`config.mk`:
```
export PLATFORM = sky130hd
export DESIGN_NAME = visit_requester
export DESIGN_NICKNAME = d
export VERILOG_FILES = /design/src/rtl/bfs_pkg.sv /design/src/rtl/visit_requester.sv
export SDC_FILE = /design/constraint.sdc
export NUM_CORES = 1
export LEC_CHECK = 0
export CAP_MARGIN = 20
export CORE_AREA = 2 2 96 98
export DETAILED_ROUTE_END_ITERATION = 7
export DIE_AREA = 0 0 98 100
export GPL_ROUTABILITY_DRIVEN = 0
export GPL_TIMING_DRIVEN = 1
export PLACE_DENSITY = 0.83
export REMOVE_ABC_BUFFERS = 1
export SYNTH_ARGS = -nofsm -noshare
export SYNTH_HDL_FRONTEND = slang
export SYNTH_SLANG_ARGS = --single-unit
```
`constraint.sdc`:
```
create_clock -name clk_in -period 2.6 [get_ports clk_in]
set_input_delay 0.52 -clock clk_in [delete_from_list [all_inputs] [get_ports clk_in]]
set_output_delay 0.52 -clock clk_in [all_outputs]
set_load 0.005 [all_outputs]
```
`src/rtl/bfs_pkg.sv`:
```
// Shared BFS engine types: visited-requester FSM states and vertex address width.
package bfs_pkg;

  localparam int unsigned VADDR_BASE_W = 32;

  typedef enum logic [2:0] {
    VR_IDLE,
    VR_REQ,
    VR_WAIT,
    VR_PUSH,
    VR_ERR
  } visit_req_state_t;

  function automatic int unsigned vaddr_w(input int unsigned proc_bits);
    return VADDR_BASE_W + proc_bits;
  endfunction

endpackage

```
`src/rtl/visit_requester.sv`:
```
// Visited test-and-set initiator: one outstanding query per candidate, forwards new vertices to the frontier.
// All outputs registered; a lost responder reply parks the block in ERR until reset.
module visit_requester
  import bfs_pkg::*;
#(
  parameter int unsigned PROC_BITS = 0,
  parameter int unsigned CNT_W     = 16,
  parameter int unsigned TIMEOUT   = 16
) (
  input  logic                           clk_in,
  input  logic                           rst_in,
  input  logic [vaddr_w(PROC_BITS)-1:0]  nbr_addr_in,
  input  logic                           nbr_last_in,
  input  logic                           nbr_valid_in,
  output logic                           nbr_ready_out,
  output logic [vaddr_w(PROC_BITS)-1:0]  v_addr_out,
  output logic                           v_addr_valid_out,
  input  logic                           visited_in,
  input  logic                           valid_v_in,
  output logic [vaddr_w(PROC_BITS)-1:0]  frontier_addr_out,
  output logic                           frontier_valid_out,
  input  logic                           frontier_ready_in,
  output logic                           done_out,
  output logic [CNT_W-1:0]               discovered_count_out,
  output logic                           timeout_err_out
);

  localparam int unsigned AW = vaddr_w(PROC_BITS);
  localparam int unsigned TW = $clog2(TIMEOUT);
  localparam logic [TW-1:0]    TMO_LAST = TW'(TIMEOUT - 1);
  localparam logic [CNT_W-1:0] CNT_MAX  = '1;

  visit_req_state_t r_state;
  logic             r_last;
  logic [TW-1:0]    r_tmo_cnt;
  logic             r_nbr_rdy;
  logic [AW-1:0]    r_v_addr;
  logic             r_v_vld;
  logic [AW-1:0]    r_fr_addr;
  logic             r_fr_vld;
  logic             r_done;
  logic [CNT_W-1:0] r_cnt;
  logic             r_tmo_err;

  assign nbr_ready_out        = r_nbr_rdy;
  assign v_addr_out           = r_v_addr;
  assign v_addr_valid_out     = r_v_vld;
  assign frontier_addr_out    = r_fr_addr;
  assign frontier_valid_out   = r_fr_vld;
  assign done_out             = r_done;
  assign discovered_count_out = r_cnt;
  assign timeout_err_out      = r_tmo_err;

  always_ff @(posedge clk_in or negedge rst_in) begin
    if (!rst_in) begin
      r_state   <= VR_IDLE;
      r_last    <= 1'b0;
      r_tmo_cnt <= '0;
      r_nbr_rdy <= 1'b0;
      r_v_addr  <= '0;
      r_v_vld   <= 1'b0;
      r_fr_addr <= '0;
      r_fr_vld  <= 1'b0;
      r_done    <= 1'b0;
      r_cnt     <= '0;
      r_tmo_err <= 1'b0;
    end else begin
      r_v_vld <= 1'b0;
      r_done  <= 1'b0;
      case (r_state)
        VR_IDLE: begin
          if (r_nbr_rdy && nbr_valid_in) begin
            r_v_addr  <= nbr_addr_in;
            r_last    <= nbr_last_in;
            r_nbr_rdy <= 1'b0;
            r_v_vld   <= 1'b1;
            r_state   <= VR_REQ;
          end else begin
            r_nbr_rdy <= 1'b1;
          end
        end
        VR_REQ: begin
          // The strobe cycle itself counts as the first waited cycle.
          r_tmo_cnt <= TW'(1);
          r_state   <= VR_WAIT;
        end
        VR_WAIT: begin
          if (valid_v_in) begin
            if (visited_in) begin
              r_done    <= r_last;
              r_nbr_rdy <= 1'b1;
              r_state   <= VR_IDLE;
            end else begin
              r_fr_addr <= r_v_addr;
              r_fr_vld  <= 1'b1;
              r_state   <= VR_PUSH;
            end
          end else if (r_tmo_cnt == TMO_LAST) begin
            r_tmo_err <= 1'b1;
            r_state   <= VR_ERR;
          end else begin
            r_tmo_cnt <= r_tmo_cnt + 1'b1;
          end
        end
        VR_PUSH: begin
          if (frontier_ready_in) begin
            r_fr_vld  <= 1'b0;
            r_done    <= r_last;
            r_nbr_rdy <= 1'b1;
            r_state   <= VR_IDLE;
            if (r_cnt != CNT_MAX) r_cnt <= r_cnt + 1'b1;
          end
        end
        VR_ERR: begin
          r_nbr_rdy <= 1'b0;
          r_fr_vld  <= 1'b0;
        end
        default: r_state <= VR_IDLE;
      endcase
    end
  end

endmodule
```
# Yosys cells after proc, flatten, opt, wreduce, memory -nomap -nowiden
# Cells that the tools add are included.
[totals]
word_cells = 67
register_bits = 93
out_inout_bits = 85
in_bits = 39
[op_classes]
n_reduce_logical = 13
n_bitwise = 3
addsub = 2
n_mux = 24
n_eq_ne = 14
[op_table]
columns = ["op", "count"]
rows = [
  ["$add A16 B1 Y16 const B", 1],
  ["$ne A16 B16 Y1 const B", 1],
  ["$pmux W3 S5", 1],
  ["$ne A2 B2 Y1 const B", 7],
  ["$mux W1", 12],
  ["$mux W3", 4],
  ["$reduce_and A3 Y1", 4],
  ["$reduce_and A4 Y1", 3],
  ["$mux W4", 2],
  ["$pmux W4 S2", 1],
  ["$eq A3 B2 Y1 const B", 2],
  ["$add A4 B1 Y4 const B", 1],
  ["$eq A4 B4 Y1 const B", 1],
  ["$pmux W1 S4", 1],
  ["$reduce_bool A4 Y1", 1],
  ["$eq A3 B1 Y1 const B", 1],
  ["$eq A3 B3 Y1 const B", 1],
  ["$logic_not A3 Y1", 1],
  ["$ne A3 B3 Y1 const B", 1],
  ["$not A1 Y1", 3],
  ["$pmux W1 S3", 1],
  ["$reduce_bool A3 Y1", 1],
  ["$mux W2", 1],
  ["$pmux W1 S2", 1],
  ["other kinds (3)", 3],
]

# Longest topological paths before layout
[depth]
ltp_word = 4
ltp_mapped = 6
depth_no_buf = 5

# Worst setup path before layout
# No wires, ideal clock.
[synth_path]
path_kind = "register -> register"
start = "reg r_state[0]"
end = "reg r_fr_addr[10], in the netlist frontier_addr_out[10]"
required_time_ps = 2475
path_stages_with_launch = 6
setup_ps = 125
path_buffers = 2
arrival_ps = 1746
path_slack_ps = 729
period_less_slack_ps = 1871
path_cell_list = "dfrtp_1 -> or3b_1 -> or3b_1 -> buf_6 -> buf_6 -> mux2_4"
[synth_between]
elab_chain_cells = 2
[synth_rtl]
columns = ["item", "line_no", "source"]
rows = [
  ["start: declaration", "visit_requester.sv:33", "visit_req_state_t r_state;"],
  ["start signal: assignment", "visit_requester.sv:56", "r_state <= VR_IDLE;"],
  ["start signal: assignment", "visit_requester.sv:77", "r_state <= VR_REQ;"],
  ["start signal: assignment", "visit_requester.sv:85", "r_state <= VR_WAIT;"],
  ["$eq A3 B2 Y1", "visit_requester.sv:70", "case (r_state)"],
  ["$reduce_and A3 Y1 (no source line)", "--", ""],
  ["end signal: assignment", "visit_requester.sv:94", "r_fr_addr <= r_v_addr;"],
  ["end: declaration", "visit_requester.sv:39", "logic [AW-1:0] r_fr_addr;"],
]
# Every way passes these cells.
# A chain may end at the register's enable or synchronous reset.

# Final worst setup path
[layout_path]
start = "reg r_state[0]"
end = "reg r_fr_addr[29], in the netlist frontier_addr_out[29]"
# Same word-level chain as after synthesis.

==> metrics <==
drt wl/cell=15.6 µm; Post-Place Setup Slack=0.280 ns; CTS sink cnt=93; CP Data Required Time=2.82 ns; library cells used by synthesis=38; Yosys top cell area share=around three fifths; fin nets=between 400 and 500; Startpoint Class=flip-flop; Slowest-stage cell, CP=or3b_2; Layout Skew=between 0.01 and 0.015 ns; HPWL after DPL=about 5.8 mm; total core area=8890 µm²; Adder-Cell Fraction of Synth Area=less than 1%; gr ovfl total=0; CTS Buf Count=9; port bufs=123; iteration-0 DRC count of the detailed router=37; slew of the pin with the lowest slew margin=between 0.6 and 0.7 ns; largest net degree at the start of global routing=~50; crit share post-route=between 70% and 80%; reg2reg setup slack=~0.6 ns; Pins Over Slew Limit=0; RSZ-0062 raised after global routing=false; Worst VDD drop=0.000563 V; CP bufs+invs=1; EDFF count, synth=0; Max Fclk=roughly 500 MHz; Leak=around 2.4 nW; Synth Area in Compound Gates=~3.0%; final instance area=between 5000 and 6000 µm²; asr flop ratio synth=100%; Hold/Removal Path Class=input port to asynchronous set/reset pin; worst r2r src=r_state[0]; status=finished, final reports clean; Ant. Diodes=0; Post-CTS Setup Bufs=0; Clock Path Buffers=2; Synth Area in XOR/XNOR=approximately 3.4%; Seq/Total Area, Yosys=about three fifths; Ys Warns=0; synth cell count leaders=93 x dfrtp_1, 38 x mux2_2, 28 x mux2_4; max incr delay on CP=roughly 0.5 ns; Slew headroom=a little over half; syn avg cell area=around 15 µm²; Area Growth Syn to Fin=40.5%; CTS H-Tree Depth=3; post-synthesis mux area share=22.0%; post_cts resized=0; vias per inst=slightly above 5; final non-filler cell total=roughly 520; critical path's top delay family=simple AND/OR/NAND/NOR gates; Hold Violations, Final=0; Die Ht=100 µm; FP Rows=35; Hold Slack=0.182 ns; final setup fails=0; Tmin final=~2 ns; clock root cell=clkbuf_8; Mapped Cells=269; DR vias=2611; critical path endpoint category=flip-flop; proportion of layout cells with a drive suffix above 1=a little under a quarter; Area after DPL=around 5300 µm²; reg2reg end=frontier_addr_out[29]; Initial Util=between 40% and 50%; first-pass GRT wire length=approximately 13 mm; Crit Path Category=flip-flop to flip-flop; DRT Pass-1 Iters=4; largest family of logic cells by synthesized area=multiplexers; GRT Total Usage=16.7%; Clock Latency Late Sink=0.34 ns; R2R cell count=4; vias in the first global route=2604; synth top area cells=dfrtp_1 60%, mux2_2 11%, mux2_4 11%; Critical Path, Cell by Cell=or3b_1, or3b_2, buf_12, mux2_4; cell with the most instances after synthesis=dfrtp_1; Chip Width=slightly below 100 µm; Post-Route WL=~8.1 mm; Synth Flop Type=dfrtp_1; DRC Markers=0; largest area contributor in the netlist=dfrtp_1; # hold bufs at CTS=0; ANT nets after route=0; pwr/cell area=about 1100 nW/µm²; CTS tree=done; arrival time of the worst setup path=2.22 ns; Yosys reg bits=93; Synth Area in Simple Gates=roughly 9%; Final Util=between 60% and 70%; Max Cap Viol=0; boundary pin count=about 120; initial antenna violation count=0; placed cells=500; CP max FO=34; final setup margin=between 0.6 and 0.7 ns; synthesized area=3900 µm²; die area=between 9000 and 10000 µm²; Clk pin slew, worst setup/hold paths=~0.090 ns
area by class of cell:
type                    count  area [µm²]
repair buffers            130        1320
clock buffers              10         138
fillers                   710        3410
clock inverters             6        46.3
multi-input cells         161        1490
well taps                 111         139
flip-flops and latches     93        2330
inverters                   5        18.8
routing by layer:
layer | global-route usage (%) | vias up | part of all wire (%)
li1 | - | 1230 | -
met5 | 0 | - | 0
met4 | 5.02 | 0 | 1.1
met2 | 27.8 | 103 | 49
met1 | 21.4 | 1268 | 43
met3 | 4.81 | 10 | 7.3
worst max path at each step:
| stage | start | endpoint | depth (start not counted) |
|---|---|---|---|
| floorplan | r_state[0] | r_last | 2 |
| global placement | valid_v_in | frontier_addr_out[23] | 4 |
| detailed placement | valid_v_in | frontier_addr_out[19] | 4 |
| CTS | r_state[0] | frontier_addr_out[29] | 4 |
| global route | r_state[0] | frontier_addr_out[29] | 4 |
| finish | r_state[0] | frontier_addr_out[29] | 4 |
power breakdown:
part / leakage (nW) / internal [mW] / switching (mW)
sequential: 1.13 / 2.05 / 0.419
combinational: 1.21 / 1.76 / 0.762
clock: 0.0893 / 0.381 / 0.509
state kept, by name (all words and copies together), names as in the netlist:
signal and flops:
r_state 3, v_addr_valid_out 1, discovered_count_out 16, v_addr_out 32, r_tmo_cnt 4, frontier_addr_out 32, timeout_err_out 1, done_out 1
frontier_valid_out 1, r_last 1, nbr_ready_out 1
stage by stage:
| stage | total power [mW] | TNS, ns |
|---|---|---|
| after floorplan | 3.54 | -14.84 |
| after CTS | 5.97 | 0 |
| after global routing | 6.26 | 0 |
| after detailed placement | 5.05 | 0 |
| final | 5.88 | 0 |
| after global placement | 4.95 | 0 |
layout by cell type (no fill, tap or decap), types with 2 or more instances in the layout:
master,count
dfrtp_1,93
ha_1,2
xor2_1,13
a211oi_1,2
a2bb2oi_1,2
mux2_2,38
nor3b_1,3
o21ai_0,7
clkbuf_8,10
nor2_1,6
nand2_1,12
nand3_1,5
nand3b_1,2
buf_12,3
nor4_1,7
xnor2_1,2
inv_1,5
inv_6,2
mux2_4,28
nor4b_1,3
clkdlybuf4s50_1,122
buf_4,5
clkinvlp_4,2
nor3_1,5
or3_1,3
nand4_1,4
worst reg2reg max path, cell delays in order (launching register included):
cell and delay, ns:
dfrtp_1 0.39, or3b_1 0.43, or3b_2 0.50, buf_12 0.20, mux2_4 0.35
cells by family (layout without fill, tap and decap cells):
family / count (synthesis) / after routing
buf+inv: 15 / 151
xor+xnor: 15 / 15
simple gates: 59 / 59
compound gates: 18 / 18
fa+ha+maj: 2 / 2
mux: 67 / 67
flops: 93 / 93
Power figures use the tool's default switching activity.
